--- src/rtl/param_pipe_pkg.sv ---
// Shared definitions for the host-to-FPGA parameter packet decoder:
// sync value, FSM states, target codes and header field positions.
package param_pipe_pkg;

  localparam logic [3:0] SYNC_NIBBLE = 4'hC;

  typedef enum logic [1:0] {HDR, DATA, CSUM, OUT} state_t;

  localparam logic [3:0] TGT_GLOBAL = 4'd0;
  localparam logic [3:0] TGT_OSF    = 4'd1;
  localparam logic [3:0] TGT_PID    = 4'd2;
  localparam logic [3:0] TGT_RTR    = 4'd3;
  localparam logic [3:0] TGT_OPP    = 4'd4;
  localparam logic [3:0] TGT_DAC    = 4'd5;

  // Header word: [15:12] sync, [11:8] target, [7:4] channel, [3:0] length
  localparam int SYNC_LSB = 12;
  localparam int TGT_LSB  = 8;
  localparam int CHAN_LSB = 4;
  localparam int LEN_LSB  = 0;
  localparam int FIELD_W  = 4;

endpackage

--- src/rtl/param_pipe_decoder_sat_counter.sv ---
// Saturating up-counter with synchronous clear; holds at all-ones.
module sat_counter #(
  parameter int W = 8
) (
  input  logic         clk,
  input  logic         clr,
  input  logic         en,
  output logic [W-1:0] count
);

  always_ff @(posedge clk) begin
    if (clr)                        count <= '0;
    else if (en && (count != '1))   count <= count + 1'b1;
  end

endmodule

--- src/rtl/param_pipe_decoder.sv ---
// Parses framed, XOR-checksummed parameter packets from the pipe-in stream
// and emits one write transaction per good packet; bad traffic is counted.
module param_pipe_decoder
  import param_pipe_pkg::*;
#(
  parameter int N_CHAN    = 8,
  parameter int MAX_WORDS = 4,
  parameter int TIMEOUT   = 1024,
  parameter int W_ERR     = 8
) (
  input  logic                   clk50_in,
  input  logic                   reset_in,
  input  logic [15:0]            data_in,
  input  logic                   data_valid_in,
  output logic                   data_ready_out,
  output logic                   wr_valid_out,
  input  logic                   wr_ready_in,
  output logic [3:0]             wr_target_out,
  output logic [3:0]             wr_chan_out,
  output logic [2:0]             wr_len_out,
  output logic [16*MAX_WORDS-1:0] wr_data_out,
  output logic [W_ERR-1:0]       err_frame_count_out,
  output logic [W_ERR-1:0]       err_csum_count_out
);

  localparam int TW = (TIMEOUT > 2) ? $clog2(TIMEOUT) : 1;

  state_t                       state, state_nxt;
  logic [3:0]                   tgt_q, chan_q;
  logic [2:0]                   len_q, idx;
  logic [15:0]                  csum;
  logic [MAX_WORDS-1:0][15:0]   data_q;
  logic [TW-1:0]                timer;
  logic [FIELD_W-1:0]           h_sync, h_tgt, h_chan, h_len;
  logic                         accept, hdr_ok, timeout, last_word;
  logic                         frame_err, csum_err;

  assign h_sync = data_in[SYNC_LSB +: FIELD_W];
  assign h_tgt  = data_in[TGT_LSB  +: FIELD_W];
  assign h_chan = data_in[CHAN_LSB +: FIELD_W];
  assign h_len  = data_in[LEN_LSB  +: FIELD_W];

  assign hdr_ok = (h_sync == SYNC_NIBBLE) && (h_len != '0) &&
                  (int'(h_len) <= MAX_WORDS) && (int'(h_chan) < N_CHAN);

  assign data_ready_out = !reset_in && (state != OUT);
  assign accept         = data_valid_in && data_ready_out;
  assign last_word      = (idx == len_q - 3'd1);
  assign timeout        = ((state == DATA) || (state == CSUM)) && !accept &&
                          (timer == TW'(TIMEOUT - 1));

  always_comb begin
    state_nxt = state;
    frame_err = 1'b0;
    csum_err  = 1'b0;
    case (state)
      HDR: if (accept) begin
        if (hdr_ok) state_nxt = DATA;
        else        frame_err = 1'b1;   // drop and stay: word-by-word resync
      end
      DATA: begin
        if (accept && last_word) state_nxt = CSUM;
        else if (timeout) begin
          state_nxt = HDR;
          frame_err = 1'b1;
        end
      end
      CSUM: begin
        if (accept) begin
          if (data_in == csum) state_nxt = OUT;
          else begin
            state_nxt = HDR;
            csum_err  = 1'b1;
          end
        end else if (timeout) begin
          state_nxt = HDR;
          frame_err = 1'b1;
        end
      end
      OUT:     if (wr_ready_in) state_nxt = HDR;
      default: state_nxt = HDR;
    endcase
  end

  always_ff @(posedge clk50_in) begin
    if (reset_in) begin
      state  <= HDR;
      tgt_q  <= '0;
      chan_q <= '0;
      len_q  <= '0;
      idx    <= '0;
      csum   <= '0;
      data_q <= '0;
      timer  <= '0;
    end else begin
      state <= state_nxt;
      if ((state == DATA) || (state == CSUM)) timer <= accept ? '0 : timer + 1'b1;
      else                                    timer <= '0;
      case (state)
        HDR: if (accept && hdr_ok) begin
          tgt_q  <= h_tgt;
          chan_q <= h_chan;
          len_q  <= h_len[2:0];
          idx    <= '0;
          csum   <= data_in;
          data_q <= '0;
        end
        DATA: if (accept) begin
          for (int k = 0; k < MAX_WORDS; k++)
            if (idx == 3'(k)) data_q[k] <= data_in;
          csum <= csum ^ data_in;
          idx  <= idx + 3'd1;
        end
        default: ;
      endcase
    end
  end

  assign wr_valid_out  = !reset_in && (state == OUT);
  assign wr_target_out = tgt_q;
  assign wr_chan_out   = chan_q;
  assign wr_len_out    = len_q;
  assign wr_data_out   = data_q;

  sat_counter #(.W(W_ERR)) u_err_frame (
    .clk   (clk50_in),
    .clr   (reset_in),
    .en    (frame_err),
    .count (err_frame_count_out)
  );

  sat_counter #(.W(W_ERR)) u_err_csum (
    .clk   (clk50_in),
    .clr   (reset_in),
    .en    (csum_err),
    .count (err_csum_count_out)
  );

endmodule

--- config.mk ---
export PLATFORM = sky130hd
export DESIGN_NAME = param_pipe_decoder
export DESIGN_NICKNAME = d
export VERILOG_FILES = /design/src/rtl/param_pipe_pkg.sv /design/src/rtl/param_pipe_decoder_sat_counter.sv /design/src/rtl/param_pipe_decoder.sv
export SDC_FILE = /design/constraint.sdc
export NUM_CORES = 1
export LEC_CHECK = 0
export ABC_AREA = 0
export BUFFER_PORTS_ARGS = -buffer_cell sky130_fd_sc_hd__buf_2
export CORE_UTILIZATION = 50
export DETAILED_ROUTE_END_ITERATION = 16
export HOLD_SLACK_MARGIN = 0.1
export PLACE_DENSITY = 0.8
export SLEW_MARGIN = 20
export SYNTH_ARGS = -nofsm -noshare
export SYNTH_HDL_FRONTEND = slang
export SYNTH_SLANG_ARGS = --single-unit
--- constraint.sdc ---
create_clock -name clk50_in -period 2 [get_ports clk50_in]
set_clock_uncertainty 0.15 [all_clocks]
set_input_delay 0.2 -clock clk50_in [delete_from_list [all_inputs] [get_ports clk50_in]]
set_output_delay 0.2 -clock clk50_in [all_outputs]
set_load 0.01 [all_outputs]
==> results_dict.tcl, run 1 <==
set metrics [dict create \
    synthDistinctLibCells 46 \
    cts_buffers 17 \
    synth_seq_cells 122 \
    p_seq_share_pct 35.5 \
    finalHoldWorstSlack_ns 0.0835 \
    finalHoldViolCount 0 \
    vdd_drop_max_v 0.000593 \
    cts_tree "done" \
    min_path_type "input port to register" \
    critPathCaptureType "register" \
    die_y_um 108 \
    fin_cells 954 \
    synth-edff-count 0 \
    antenna_found_initial 0 \
    post-route-period-util_pct 114 \
    p_clk_share_pct 41.8 \
    portBuffers 112 \
    nets 834 \
    place_area_mm2 0.00669 \
    totalPowerFinal_mw 7.28 \
    r2r_start "state[0]" \
    insertion_delay_ns 0.54 \
    die_area_mm2 0.0116 \
    tns_ns -18.61 \
    intPower_mw 5.07 \
    violations "setup timing" \
    start_util_pct 51.5 \
    rows 38 \
    ys_warn_count 0 \
    cts-root-buf "clkbuf_8" \
    grt_pass1_vias 5069 \
    design_area_mm2 0.00826 \
    drive_gt1_share_pct 39.8 \
    netSwitchingPower_mw 2.21 \
    dpl.hpwl_um 10100 \
    synth_flop_cell "dfxtp_1" \
    syn-mean-instance-area_um2 9.40 \
    yosysSeqAreaShare_pct 43.5 \
    gp_congestion 0.844 \
    ff2ff_setup_slack_ns -0.28 \
    track_usage_pct 28.3 \
    synth_nets 630 \
    drv_cap 0 \
    whs_path_depth 5 \
    pre_cts_slack_ns -0.308 \
    grt_pass1_wl_um 25200 \
    period_minus_slack_ns 2.28 \
    wirelength_um 19700 \
    io_pins 113 \
    via_per_inst 5.84 \
    route.vias.total 5572 \
    htree_num_levels 4 \
    finalSetupViolCount 111 \
    worstSetupPathType "register to register" \
    synthArstFlopShare_pct 0 \
    synth_top_cells_by_count "dfxtp_1, nor2_1, mux2i_1" \
    dp_cells 865 \
    drv_slew 0 \
    netlist_area_mm2 0.00561 \
    yosys-top-cells-area "dfxtp_1, mux2i_1, nor2_1" \
    crit_start "state[0]" \
    status "finished, violations left" \
    drc 0 \
    clock.fmax_mhz 439 \
    required_ns 2.25 \
    synth_top_area_cell "dfxtp_1" \
    die_width_um 108 \
    yosys.cell_count.top_type "dfxtp_1" \
    synth_top_area_share_pct 43.5 \
    drt_first_pass_iters 5 \
    core_area_mm2 0.0109 \
    rsz0062_at_grt "yes" \
    holdPathEnd "idx[1]" \
    worstHoldStart "reset_in" \
    cp_max_fo 8 \
    sw_frac_of_total_pct 30.3 \
    r2r_cells 10 \
    grt_max_degree 59 \
    startpoint_type "register" \
    worstPathArrival_ns 2.53 \
    drt_iter0_markers 532 \
    cts_sinks 122 \
    tightest_slew_ns 0.642 \
    slew_headroom_pct 57.2 \
    setup_ws_ns -0.276 \
    post-route-util_pct 75.8 \
    synthToLayoutAreaGrowth_pct 47.1 \
    clockBufferDepth 2 \
    wl_per_cell_um 20.7 \
    clkTransAtPathRegs_ns 0.06 \
    syn_inst 597 \
    p_leak_nw 3.83 \
    antenna_cells 0 \
    final_antenna_net_count 0 \
    p_per_area_mw_per_mm2 882 \
    combPwrFrac_pct 22.7 \
    r2r_end "wr_data_out[27]" \
    gr-total-overflow 0 \
]
## power groups by stage
stage          logic (mW)  registers (mW)  clock network, mW
2_1_floorplan       0.744            2.62                  0
3_3_place_gp         1.08            2.61                  0
3_5_place_dp         1.13            2.62                  0
4_1_cts              1.30            2.57               3.01
5_1_grt              1.72            2.59               3.17
6_report             1.65            2.58               3.05
## registers in the layout (all words and copies together) (netlist names)
register           cells
wr_target_out          4
csum                  16
wr_len_out             3
idx                    3
wr_chan_out            4
state                  2
u_err_csum.count       8
wr_data_out           64
u_err_frame.count      8
timer                 10
## how the worst max path moves through the flow
stage | cells past startpoint | endpoint
after floorplan | 8 | wr_data_out[54]
after global placement | 7 | csum[1]
after detailed placement | 7 | csum[5]
after CTS | 8 | u_err_frame.count[4]
after global routing | 7 | u_err_csum.count[5]
final | 10 | wr_data_out[27]
## metal layers
layer	vias to the layer above	share of wire [%]	global-route usage, %
met3	103	7.0	8.02
met4	0	5.6	12.6
met1	2681	39	32.8
met2	326	49	48.6
met5	-	0	0
li1	2462	-	-
## cells in the final DEF (no fill, tap or decap), types with 7 or more instances in the layout
| master | count |
|---|---|
| nand2_1 | 34 |
| buf_2 | 111 |
| o21ai_0 | 7 |
| buf_12 | 7 |
| a21oi_2 | 16 |
| dfxtp_1 | 114 |
| nand3_1 | 9 |
| o32ai_2 | 16 |
| and2_1 | 18 |
| mux2i_1 | 70 |
| xor2_1 | 26 |
| clkbuf_16 | 16 |
| a21oi_1 | 8 |
| inv_1 | 28 |
| buf_6 | 16 |
| ha_1 | 10 |
| nand4_1 | 11 |
| nor2_1 | 100 |
| buf_4 | 58 |
| xnor2_1 | 9 |
| mux2_2 | 15 |
| dlygate4sd3_1 | 18 |
## logic make-up after synthesis
group,count (synthesis),synth area share [%]
simple gates,207,17.7
flops,122,43.5
mux,93,17.0
compound gates,65,8.88
buf+inv,62,4.50
xor+xnor,35,5.46
fa+ha+maj,13,2.90
## area by class of cell
cell class	instances	area, µm²
inverter	30	118
tap	140	175
timing repair buffer	215	1620
multi-input combinational	415	3310
fill	637	2630
clock buffer	20	425
clock inverter	12	149
sequential	122	2460
## repair_timing
| action | CTS | global route |
|---|---|---|
| hold buffers | 17 | 1 |
| gates resized for setup | 27 | 76 |
| pin swaps | 13 | 20 |
| setup buffers | 9 | 24 |
| endpoints found under the hold margin | 43 | 4 |
| gates cloned | 4 | 3 |
| setup endpoints to repair | 95 | 106 |
## critical path, stage by stage, from the launching register on
cell	delay, ns
dfxtp_4	0.37
ha_4	0.17
nor3b_4	0.35
buf_4	0.18
buf_6	0.12
buf_4	0.11
buf_6	0.10
nand3_4	0.10
buf_12	0.19
mux2i_1	0.21
nor2_1	0.07
Power figures use the tool's default switching activity.
==> run 2, diff against run 1 <==
Settings changed: CTS_CLUSTER_SIZE set to 40, RECOVER_POWER set to 25.
==> run 2 against run 1 <==
  * The run still ends with setup timing left
  * Fmax is 0.28% higher
  * Cell area fell by 0.39%
  * Non-clock buffer count did not move
  * Critical path type unchanged
==> results_dict.tcl, run 2 (synthesis gave the netlist of run 1 again) <==
set metrics [dict create \
    status "finished, violations left" \
    violations "setup timing" \
    nets 834 \
    p_seq_share_pct 35.5 \
    period_minus_slack_ns 2.27 \
    pre_cts_slack_ns -0.308 \
    layout_common_cells "dfxtp_1, nor2_1, buf_2" \
    drt_iter0_markers 508 \
    required_ns 2.32 \
    combPwrFrac_pct 22.7 \
    antenna_cells 0 \
    r2r_cells 7 \
    grt_max_degree 59 \
    worstPathArrival_ns 2.59 \
    insertion_delay_ns 0.54 \
    path_delay_family "simple AND/OR/NAND/NOR gates" \
    cp_max_fo 8 \
    largest_reg_flops 64 \
    slew_headroom_pct 56.8 \
    io_pins 113 \
    fin_cells 954 \
    min_path_type "input port to register" \
    crit_chain "ha_4 -> nor3b_4 -> buf_4 -> nand4_1 -> buf_6 -> or4_4 -> a21oi_2" \
    drive_gt1_share_pct 36.6 \
    cts_tree "done" \
    die_y_um 108 \
    rsz0062_at_grt "yes" \
    cp_slowest_cell "or4_4" \
    holdPathEnd "idx[1]" \
    cts-root-buf "clkbuf_8" \
    drc 0 \
    vdd_drop_max_v 0.000588 \
    startpoint_type "register" \
    setup_ws_ns -0.270 \
    clock.fmax_mhz 440 \
    cts_sinks 122 \
    antenna_found_initial 0 \
    clockBufferDepth 2 \
    place_area_mm2 0.00669 \
    totalPowerFinal_mw 7.28 \
    p_per_area_mw_per_mm2 885 \
    dp_cells 865 \
    drv_cap 0 \
    design_area_mm2 0.00822 \
    cts_buffers 17 \
    p_leak_nw 3.71 \
    netSwitchingPower_mw 2.21 \
    intPower_mw 5.07 \
    finalHoldViolCount 0 \
    tightest_slew_ns 0.648 \
    portBuffers 112 \
    drv_slew 0 \
    sw_frac_of_total_pct 30.4 \
    layout_commonest_cell "dfxtp_1" \
    wirelength_um 19700 \
    worstHoldStart "reset_in" \
    cpPeakStageDelay_ns 0.48 \
    final_antenna_net_count 0 \
    grt_pass1_vias 5069 \
    tns_ns -18.23 \
    core_area_mm2 0.0109 \
    die_area_mm2 0.0116 \
    num-fill-cells 650 \
    drt_first_pass_iters 5 \
    clkTransAtPathRegs_ns 0.06 \
    dpl.hpwl_um 10100 \
    r2r_start "state[0]" \
    track_usage_pct 28.3 \
    gp_congestion 0.844 \
    wl_per_cell_um 20.7 \
    via_per_inst 5.86 \
    r2r_end "u_err_csum.count[5]" \
    whs_path_depth 5 \
    critPathBufInv 2 \
    ff2ff_setup_slack_ns -0.27 \
    start_util_pct 51.5 \
    critPathCaptureType "register" \
    route.vias.total 5593 \
    p_clk_share_pct 41.8 \
    grt_pass1_wl_um 25200 \
    htree_num_levels 4 \
    synthToLayoutAreaGrowth_pct 46.6 \
    rows 38 \
    post-route-period-util_pct 114 \
    finalSetupViolCount 111 \
    worstSetupPathType "register to register" \
    gr-total-overflow 0 \
    die_width_um 108 \
]
==> run 2: changes by cell type in the layout (fill, tap and decap cells not counted) <==
cell and delta:
clkbuf_1 +26, buf_2 -26
==> run 2: repair_timing <==
action                                  4_1_cts  5_1_grt
endpoints found under the setup margin       95      106
hold endpoints to repair                     43        4
hold buffers                                 17        1
setup buffers                                 9       24
gates resized for setup                      27       76
gates cloned                                  4        3
pin swaps                                    13       20
==> run 2: layout make-up <==
class | count | area [µm²] | share of cell area [%]
multi-input cells | 415 | 3310 | 40.3
flip-flops and latches | 122 | 2460 | 29.9
repair buffers | 215 | 1580 | 19.3
clock buffers | 20 | 425 | 5.17
well taps | 140 | 175 | 2.13
clock inverters | 12 | 149 | 1.81
inverters | 30 | 118 | 1.43
==> run 2: per-layer routing <==
| metal | track usage, % | vias up | share of wire [%] |
|---|---|---|---|
| met5 | 0 | - | 0 |
| met4 | 12.6 | 0 | 5.4 |
| met3 | 8.02 | 94 | 7.2 |
| met2 | 48.6 | 347 | 49 |
| met1 | 32.8 | 2687 | 39 |
| li1 | - | 2465 | - |
==> run 2: worst max path at each step <==
stage                     cells after the start  slack [ns]  startpoint                   end
after CTS                                     8       -0.17    state[0]  u_err_frame.count[4]
after floorplan                               8       -0.19  data_in[7]       wr_data_out[54]
after detailed placement                      7       -0.31  data_in[7]               csum[5]
after global routing                          7       -0.31    state[0]   u_err_csum.count[5]
after global placement                        7       -0.17  data_in[7]               csum[1]
final                                         7       -0.27    state[0]   u_err_csum.count[5]
==> run 2: power groups by stage <==
stage / combinational (mW) / sequential, mW / clock (mW)
after floorplan: 0.744 / 2.62 / 0
after global placement: 1.08 / 2.61 / 0
after detailed placement: 1.13 / 2.62 / 0
after CTS: 1.30 / 2.57 / 3.01
after global routing: 1.72 / 2.59 / 3.17
final: 1.65 / 2.58 / 3.04
==> run 2: worst min-delay path, delay by kind of cell <==
kind	cells	cell delay (ns)
buffers and inverters	2	0.30
and+or+nand+nor	2	0.16
AOI/OAI and AO/OA	1	0.06
==> run 2: per-stage QoR <==
stage	util (%)	hold slack (ns)
floorplan	-	0.197
global placement	61.4	0.293
detailed placement	61.4	0.302
CTS	70.9	-0.259
global route	75.5	0.106
finish	75.5	0.0828
==> run 3, diff against run 2 <==
Settings changed: CORE_UTILIZATION 50 to 55, PLACE_DENSITY 0.8 to 0.83.
Clock period 2 ns to 2.3 ns, I/O delays scaled along.
==> run 3 against run 2 <==
  * The run still ends with setup timing left
  * Flip-flop and latch count did not move
  * Non-clock buffer count fell by 58
  * Largest cell class unchanged
  * Sequential share of layout area rose by 3.9 points
  * Critical path depth rose by 2
  * Worst setup slack improved by 0.21 ns
  * Wire length fell by 22%
  * Largest power group unchanged
  * Clock-buffer cell count fell by 3
  * Cell area fell by 12%
  * Register-to-register slack improved by 0.32 ns
==> results_dict.tcl, run 3 (synthesis gave the netlist of run 1 again) <==
set metrics [dict create \
    status "finished, violations left" \
    violations "setup timing" \
    setup_ws_ns -0.0577 \
    largest_reg_flops 64 \
    drc 0 \
    antenna_found_initial 0 \
    p_per_area_mw_per_mm2 787 \
    drv_cap 0 \
    wirelength_um 15300 \
    grt_max_degree 62 \
    layout_common_cells "dfxtp_1, nor2_1, mux2i_1" \
    core_area_mm2 0.00982 \
    dpl.hpwl_um 9400 \
    gr-total-overflow 0 \
    cp_max_fo 8 \
    path_delay_family "simple AND/OR/NAND/NOR gates" \
    crit_chain "dlygate4sd3_1 -> buf_2 -> or4_4 -> nor4_4 -> mux2_4 -> and3_4 -> buf_12 -> mux2i_1 -> nor2_1" \
    layout_commonest_cell "dfxtp_1" \
    drt_iter0_markers 289 \
    tns_ns -0.182 \
    drt_first_pass_iters 7 \
    cts_sinks 122 \
    synthToLayoutAreaGrowth_pct 28.9 \
    io_pins 113 \
    clock.fmax_mhz 424 \
    wl_per_cell_um 17.2 \
    drv_slew 0 \
    grt_pass1_vias 4639 \
    pre_cts_slack_ns -0.0179 \
    clkTransAtPathRegs_ns 0.06 \
    drive_gt1_share_pct 22.4 \
    clockBufferDepth 2 \
    worstSetupPathType "input port to register" \
    via_per_inst 5.64 \
    min_path_type "input port to register" \
    required_ns 2.53 \
    route.vias.total 5002 \
    die_y_um 103 \
    period_minus_slack_ns 2.36 \
    start_util_pct 57.1 \
    cts_tree "done" \
    critPathBufInv 3 \
    cp_slowest_cell "dlygate4sd3_1" \
    finalHoldViolCount 0 \
    grt_pass1_wl_um 22400 \
    nets 774 \
    finalSetupViolCount 6 \
    htree_num_levels 4 \
    post-route-util_pct 73.6 \
    finalHoldWorstSlack_ns 0.144 \
    cts_buffers 17 \
    slew_headroom_pct 54.5 \
    die_width_um 103 \
    rsz0062_at_grt "yes" \
    worstPathArrival_ns 2.59 \
    die_area_mm2 0.0106 \
    critPathCaptureType "register" \
    dp_cells 834 \
    gp_congestion 0.871 \
    portBuffers 112 \
    rows 36 \
    vdd_drop_max_v 0.000574 \
    final_antenna_net_count 0 \
    tightest_slew_ns 0.682 \
    post-route-period-util_pct 103 \
    insertion_delay_ns 0.52 \
    track_usage_pct 27.8 \
    antenna_cells 0 \
    num-fill-cells 663 \
    fin_cells 887 \
    startpoint_type "input port" \
    cts-root-buf "clkbuf_8" \
    p_leak_nw 3.21 \
    cpPeakStageDelay_ns 0.54 \
]
run 3: worst min-delay path: cells and delay by family:
| family | cells | cell delay [ns] |
|---|---|---|
| compound gates | 1 | 0.06 |
| simple gates | 2 | 0.16 |
| buf+inv | 2 | 0.31 |
run 3: worst paths after layout:
path	start	to	slack [ns]	cells past startpoint
worst min-delay path	reset_in	idx[2]	0.14	5
worst max register to register	state[1]	u_err_frame.count[4]	0.05	8
worst min register to register	timer[0]	timer[0]	0.30	1
worst max-delay path	data_in[13]	wr_data_out[62]	-0.06	9
run 3: through the flow:
stage                     instance area [µm²]  power, mW
after floorplan                          5610       2.88
after global placement                   6440       3.11
after detailed placement                 6440       3.14
after CTS                                7170       5.62
after global routing                     7230       5.89
final                                    7230       5.69
run 3: layer usage:
layer  up-vias  share of wire [%]  wire (µm)  track usage [%]
met4         0                3.4        521             14.2
met1      2403                 41       6280             33.1
met5         -                  0          0                0
met2       205                 50       7620             47.1
li1       2341                  -          -                -
met3        53                5.7        869             6.31
run 3: cell type report:
type	instances	area, µm²	area share, %
Tap cell	133	166	2.30
Clock buffer	17	414	5.73
Timing Repair Buffer	157	958	13.3
Sequential cell	122	2440	33.8
Clock inverter	15	140	1.94
Inverter	30	113	1.56
Multi-Input combinational cell	413	2990	41.4
run 3: timing repair:
action,4_1_cts,5_1_grt
buffers inserted,0,3
gates resized for setup,1,14
hold endpoints to repair,35,0
setup endpoints to repair,1,52
cloned,0,1
hold buffers,17,0
pin swaps,0,1
run 3: power by group:
part / internal [mW] / switching, mW / leakage [nW] / total [mW]
registers: 2.18 / 0.0520 / 0.984 / 2.23
logic: 0.377 / 0.617 / 1.96 / 0.994
clock network: 1.45 / 1.02 / 0.262 / 2.47
